--- src/rtl/regfile_write_arbiter.sv ---
// Two-requester round-robin arbiter for the register-file write port, with a
// one-stage writeback register, same-cycle bypass of the in-flight write and a
// saturating contention counter.
module regfile_write_arbiter #(
    parameter int DATA_W = 32,
    parameter int ADDR_W = 5,
    parameter int CNT_W  = 16
) (
    input  logic              clk,
    input  logic              rst,
    input  logic              a_valid,
    input  logic [ADDR_W-1:0] a_rd,
    input  logic [DATA_W-1:0] a_data,
    output logic              a_ready,
    input  logic              b_valid,
    input  logic [ADDR_W-1:0] b_rd,
    input  logic [DATA_W-1:0] b_data,
    output logic              b_ready,
    output logic              we,
    output logic [ADDR_W-1:0] rd,
    output logic [DATA_W-1:0] wdata,
    input  logic [ADDR_W-1:0] q_rs1,
    input  logic [ADDR_W-1:0] q_rs2,
    output logic              fwd1_hit,
    output logic              fwd2_hit,
    output logic [DATA_W-1:0] fwd1_data,
    output logic [DATA_W-1:0] fwd2_data,
    output logic [CNT_W-1:0]  conflict_cnt
);

    localparam logic [ADDR_W-1:0] ZERO_REG = '0;
    localparam logic [CNT_W-1:0]  CNT_MAX  = '1;

    typedef enum logic {
        PREF_A = 1'b0,
        PREF_B = 1'b1
    } pref_t;

    pref_t              pref_reg;
    pref_t              pref_next;
    logic               wb_valid_reg;
    logic [ADDR_W-1:0]  wb_rd_reg;
    logic [DATA_W-1:0]  wb_data_reg;
    logic [CNT_W-1:0]   cnt_reg;

    logic               a_live;
    logic               b_live;
    logic               a_null;
    logic               b_null;
    logic               both_live;
    logic               grant_a;
    logic               grant_b;
    logic               wb_valid_next;
    logic [ADDR_W-1:0]  wb_rd_next;
    logic [DATA_W-1:0]  wb_data_next;
    logic [CNT_W-1:0]   cnt_next;

    // Writes to x0 are architecturally discarded, so they bypass arbitration.
    assign a_live    = a_valid && (a_rd != ZERO_REG);
    assign b_live    = b_valid && (b_rd != ZERO_REG);
    assign a_null    = a_valid && (a_rd == ZERO_REG);
    assign b_null    = b_valid && (b_rd == ZERO_REG);
    assign both_live = a_live && b_live;

    always_comb begin
        grant_a   = 1'b0;
        grant_b   = 1'b0;
        pref_next = pref_reg;
        if (both_live) begin
            grant_a = (pref_reg == PREF_A);
            grant_b = (pref_reg == PREF_B);
        end else begin
            grant_a = a_live;
            grant_b = b_live;
        end
        if (grant_a) begin
            pref_next = PREF_B;
        end else if (grant_b) begin
            pref_next = PREF_A;
        end
    end

    assign a_ready = !rst && (a_null || grant_a);
    assign b_ready = !rst && (b_null || grant_b);

    always_comb begin
        wb_valid_next = 1'b0;
        wb_rd_next    = wb_rd_reg;
        wb_data_next  = wb_data_reg;
        if (grant_a) begin
            wb_valid_next = 1'b1;
            wb_rd_next    = a_rd;
            wb_data_next  = a_data;
        end else if (grant_b) begin
            wb_valid_next = 1'b1;
            wb_rd_next    = b_rd;
            wb_data_next  = b_data;
        end
    end

    always_comb begin
        cnt_next = cnt_reg;
        if (both_live && (cnt_reg != CNT_MAX)) begin
            cnt_next = cnt_reg + 1'b1;
        end
    end

    always_ff @(posedge clk or posedge rst) begin
        if (rst) begin
            pref_reg     <= PREF_A;
            wb_valid_reg <= 1'b0;
            wb_rd_reg    <= '0;
            wb_data_reg  <= '0;
            cnt_reg      <= '0;
        end else begin
            pref_reg     <= pref_next;
            wb_valid_reg <= wb_valid_next;
            wb_rd_reg    <= wb_rd_next;
            wb_data_reg  <= wb_data_next;
            cnt_reg      <= cnt_next;
        end
    end

    assign we           = wb_valid_reg;
    assign rd           = wb_rd_reg;
    assign wdata        = wb_data_reg;
    assign conflict_cnt = cnt_reg;

    // Both bypass ports compare against the same in-flight write.
    logic [ADDR_W-1:0] q_rs     [2];
    logic [1:0]        fwd_hit;
    logic [DATA_W-1:0] fwd_data [2];

    assign q_rs[0] = q_rs1;
    assign q_rs[1] = q_rs2;

    generate
        for (genvar gi = 0; gi < 2; gi++) begin : g_bypass
            assign fwd_hit[gi]  = wb_valid_reg && (q_rs[gi] == wb_rd_reg) && (q_rs[gi] != ZERO_REG);
            assign fwd_data[gi] = fwd_hit[gi] ? wb_data_reg : '0;
        end
    endgenerate

    assign fwd1_hit  = fwd_hit[0];
    assign fwd2_hit  = fwd_hit[1];
    assign fwd1_data = fwd_data[0];
    assign fwd2_data = fwd_data[1];

endmodule

--- config.mk ---
export PLATFORM = sky130hd
export DESIGN_NAME = regfile_write_arbiter
export DESIGN_NICKNAME = d
export VERILOG_FILES = /design/src/rtl/regfile_write_arbiter.sv
export SDC_FILE = /design/constraint.sdc
export NUM_CORES = 1
export LEC_CHECK = 0
export CORE_MARGIN = 2
export CORE_UTILIZATION = 40
export DETAILED_ROUTE_END_ITERATION = 10
export GPL_TIMING_DRIVEN = 0
export HOLD_SLACK_MARGIN = 0.02
export PLACE_DENSITY = 0.89
export SLEW_MARGIN = 30
export SYNTH_ARGS = -nofsm -noshare
export SYNTH_HDL_FRONTEND = slang
export SYNTH_SLANG_ARGS = --single-unit
--- constraint.sdc ---
create_clock -name clk -period 4.6 [get_ports clk]
set_input_delay 0.92 -clock clk [delete_from_list [all_inputs] [get_ports clk]]
set_output_delay 0.92 -clock clk [all_outputs]
set_load 0.02 [all_outputs]
Word level (Yosys, flattened, before mapping)
Index checks and enable logic that the tools add are counted.

Bits of input ports: 88. Output and inout port bits: 122. Register bits: 55.

Add/subtract/negate cells: 1. Bitwise gates (word level): 1. Reductions and logical operators: 22. Equal/unequal tests: 3. Muxes and demuxes: 12.

Operators with widths (count): $mux W32 (4); $reduce_bool A5 Y1 (4); $add A16 B1 Y16 const B (1); $ne A16 B16 Y1 const B (1); $logic_and A1 B1 Y1 (12); $eq A5 B5 Y1 (2); $logic_not A5 Y1 (2); $mux W5 (2); $mux W1 (6); $logic_or A1 B1 Y1 (2); $reduce_bool A2 Y1 (1); $logic_not A1 Y1 (1); $not A1 Y1 (1).

Logic depth before layout (Yosys ltp)
Word-level depth: 6. Mapped depth: 7.

Worst setup path before layout
Ideal clock, no wire load.

Kind: in2out. From: input rst. To: output b_ready. Required time: 3680 ps. Path slack: 1151 ps. Cell stages on the path: 2. Data arrival time: 2529 ps. Cells stage by stage: inv_1 -> and3_1.

Longest elaborated chain between the ends: 2.

RTL lines: start: declaration (RTL line 10) `input logic rst,`; $logic_not A1 Y1 (no source line); $logic_and A1 B1 Y1 (RTL line 84) `assign b_ready = !rst && (b_null || grant_b);`; end: declaration (RTL line 18) `output logic b_ready,`.

No other way between the ends.

Worst setup path in the final report
From: input q_rs1[3]. To: output fwd1_data[20].

Longest elaborated chain between the ends: 4. Elaborated cells between the ends (all ways): 5. Classes of those cells: eq/ne: 1; mux: 1; reduce/logical: 3.

RTL lines: start: declaration (RTL line 22) `input logic [ADDR_W-1:0] q_rs1,`; $eq A5 B5 Y1 (RTL line 139) `assign fwd_hit[gi] = wb_valid_reg && (q_rs[gi] == wb_rd_reg) && (q_rs[gi] != ZERO_REG);`; $logic_and A1 B1 Y1 (RTL line 139); $logic_and A1 B1 Y1 * (RTL line 139); $mux W32 * (RTL line 140) `assign fwd_data[gi] = fwd_hit[gi] ? wb_data_reg : '0;`; end: declaration (RTL line 26) `output logic [DATA_W-1:0] fwd1_data,`.

Every way passes the cells marked *; elsewhere a longest branch is shown, timed or not.

==> metrics.md <==
| Metric | Value |
|---|---|
| Outcome | finished clean |
| RSZ-0062 raised after global routing | no |
| CP top delay family | buffers and inverters |
| Largest net degree at the start of global routing | 32 |
| Core Area | 7770 um^2 |
| Post-Syn Area | 3240 um^2 |
| Hold path start | conflict_cnt[15]$_DFFE_PP0P_ |
| Hold Vio Cnt, Final | 0 |
| Drt initial violations | 147 |
| H-Tree Depth | 2 |
| Final Skew | 0.0140 ns |
| Synthesis Warnings | 0 |
| Post-DR vias/cell | 5.38 |
| Crit end category | output port |
| Layout cells sized above 1 | 0.0603 |
| Lkg Pwr | 2.19 nW |
| Placer Congestion | 0.955 |
| Ys flop type | dfrtp_1 |
| Synth top area cells | dfrtp_1, and2_1, o221a_1 |
| Worst path cell trace | clkdlybuf4s50_1 > xnor2_1 > nand3_1 > a211oi_2 > clkbuf_1 > and2_1 > clkdlybuf4s50_1 |
| Clk buf depth | 2 |
| Total power | 1.57 mW |
| Number of diodes | 0 |
| Crit share post-route | 0.937 |
| I/O Buffers | 209 |
| Crit path time final | 4.31 ns |
| Die height | 94.0 um |
| Top-area cell type share of the netlist area | 0.425 |
| Commonest non-fill, non-tap cell in the layout | clkdlybuf4s50_1 |
| DRT Pass-1 Iters | 4 |
| Most used cell, CP | clkdlybuf4s50_1 |
| Worst path required time | 3.68 ns |
| Placement Rows | 32 |
| Setup tns final | 0 ns |
| Full die area | 8830 um^2 |
| ANT nets after route | 0 |
| Most frequent cells in the layout | clkdlybuf4s50_1, and2_1, dfrtp_1, or3_1, o221a_1 |
| Post-layout net count | 619 |
| Syn avg cell area | 10.3 um^2 |
| # DRC | 0 |
| Max-slew violation count | 0 |
| CTS tree | built |
| Slew @ Worst Pin | 0.870 ns |
| Mapped Nets | 402 |
| Final core occ | 0.719 |
| Largest area contributor in the netlist | dfrtp_1 |
| Dpl hpwl | 9750 um |
| Sequential-to-total area share from yosys stat | 0.425 |
| Synth-to-layout area growth | 72.6% |
| WHS | 0.522 ns |
| Peak per-stage delay on the critical path | 0.64 ns |
| Pwr/cell area | 281 nW/um^2 |
| Gr usage total | 0.273 |
| Crit-path slowest cell | clkdlybuf4s50_1 |
| VDD IR max | 0.321 mV |
| Number of global-route vias before repair | 3,404 |
| CP Max Fanout | 10 |
| Kind of critical path | in -> out |
| Top Ports | 210 |
| Post-Syn Instances | 313 |
| WP data arrival | 3.39 ns |
| Worst setup path startpoint | q_rs1[3] |
| Clk_lat worst skew | 0.31 ns |
| Initial antenna violation count | 0 |
| Grt ovf | 0 |
| Root buffer cell | clkbuf_8 |
| First-pass GRT wire length | 18,800 um |
| Via count | 3,404 |
| Fmax | 232 MHz |
| Number of fillers in the final layout | 582 |
| CTS Buf Count | 5 |
| Worst-path clk slew | 0.11 ns |
| Max Cap Viol | 0 |
| Post-CTS setup buffers | 0 |
| WP buf/inv | 3 |
| Yosys reg bits | 55 |
| DRT Wirelength | 12,300 um |
| Starting Density | 0.417 |
| Post-synthesis cell type count | 39 |
| Worst slack, placed | 0.00951 ns |
| Critical Path Start Type | primary input |
| Post-route worst setup slack | 0.290 ns |
| Wire length per cell | 19.4 um |
| Hold WC Path Type | reg -> reg |
| Ys async rst share | 1.00 |
| Post-synth EDFFs | 0 |
| Worst rel slew slack | 0.415 |
| Num Clock Sinks | 55 |
| Origin of the critical flop-to-flop path | conflict_cnt[8]$_DFFE_PP0P_ |
| # setup viols final | 0 |
| Die span in x | 94.0 um |
| Number of flip-flops in the largest register | 32 |
==> worst register-to-register path, cell delays in order (launching register included) <==
cell     delay (ns)
dfrtp_1        0.48
nand4_1        0.23
nor4_2         0.83
nor3_1         0.22
mux2_2         0.32
==> metal layers <==
| layer | up-vias | share of wire | GRT usage |
|---|---|---|---|
| li1 | 1602 | - | - |
| met3 | 18 | 0.077 | 0.0642 |
| met4 | 0 | 0.017 | 0.0676 |
| met1 | 1637 | 0.39 | 0.325 |
| met2 | 147 | 0.52 | 0.495 |
| met5 | - | 0 | 0 |
==> cell usage after synthesis, drive strengths merged, types with 3 or more instances <==
cell type and count:
a221o 5, and2 66, and3 8, and4 4
buf 7, clkbuf 16, dfrtp 55, inv 3
nand2 8, nand3 6, nand4 7, nor2 3
nor3 5, nor4 13, o21ai 4, o221a 32
or3 32, xnor2 5, xor2 17
==> per-stage QoR <==
stage          area, um^2  cells
6_report             5590    633
3_3_place_gp         5460    624
4_1_cts              5580    633
3_5_place_dp         5480    625
5_1_grt              5590    633
2_1_floorplan        3240    313
==> cells by family after synthesis <==
logic type               synth area share
AO/OA/AOI/OAI                       0.163
XOR/XNOR                           0.0595
adder cells (fa/ha/maj)           0.00386
buffers and inverters              0.0402
flip-flops                          0.425
multiplexers                      0.00696
AND/OR/NAND/NOR                     0.302
==> repair_timing <==
item	CTS	global route
hold buffers	0	0
setup endpoints to repair	0	29
resized for setup	0	1
==> worst paths after layout <==
check	end	slack, ns	cells past startpoint
hold reg to reg	conflict_cnt[15]$_DFFE_PP0P_	0.52	1
setup / recovery	fwd1_data[20]	0.29	7
min in group asynchronous	conflict_cnt[6]$_DFFE_PP0P_	0.95	2
max in group asynchronous	wdata[0]$_DFFE_PP0P_	3.17	3
setup reg to reg	conflict_cnt[1]$_DFFE_PP0P_	2.41	4
hold / removal	conflict_cnt[15]$_DFFE_PP0P_	0.52	1
==> area by class of cell <==
type,instances,area [um^2],share of cell area
inverter,3,16.3,0.00291
tap,102,128,0.0228
clock inverter,1,7.51,0.00134
clock buffer,7,96.3,0.0172
timing repair buffer,210,2110,0.378
multi-input combinational,232,1740,0.311
sequential,55,1380,0.246
buffer,23,116,0.0208
==> where the power goes <==
group          switching (mW)  internal [mW]
Sequential              0.103          0.560
Combinational           0.282          0.324
Clock                   0.162          0.137
(Power assumes the default switching activity.)
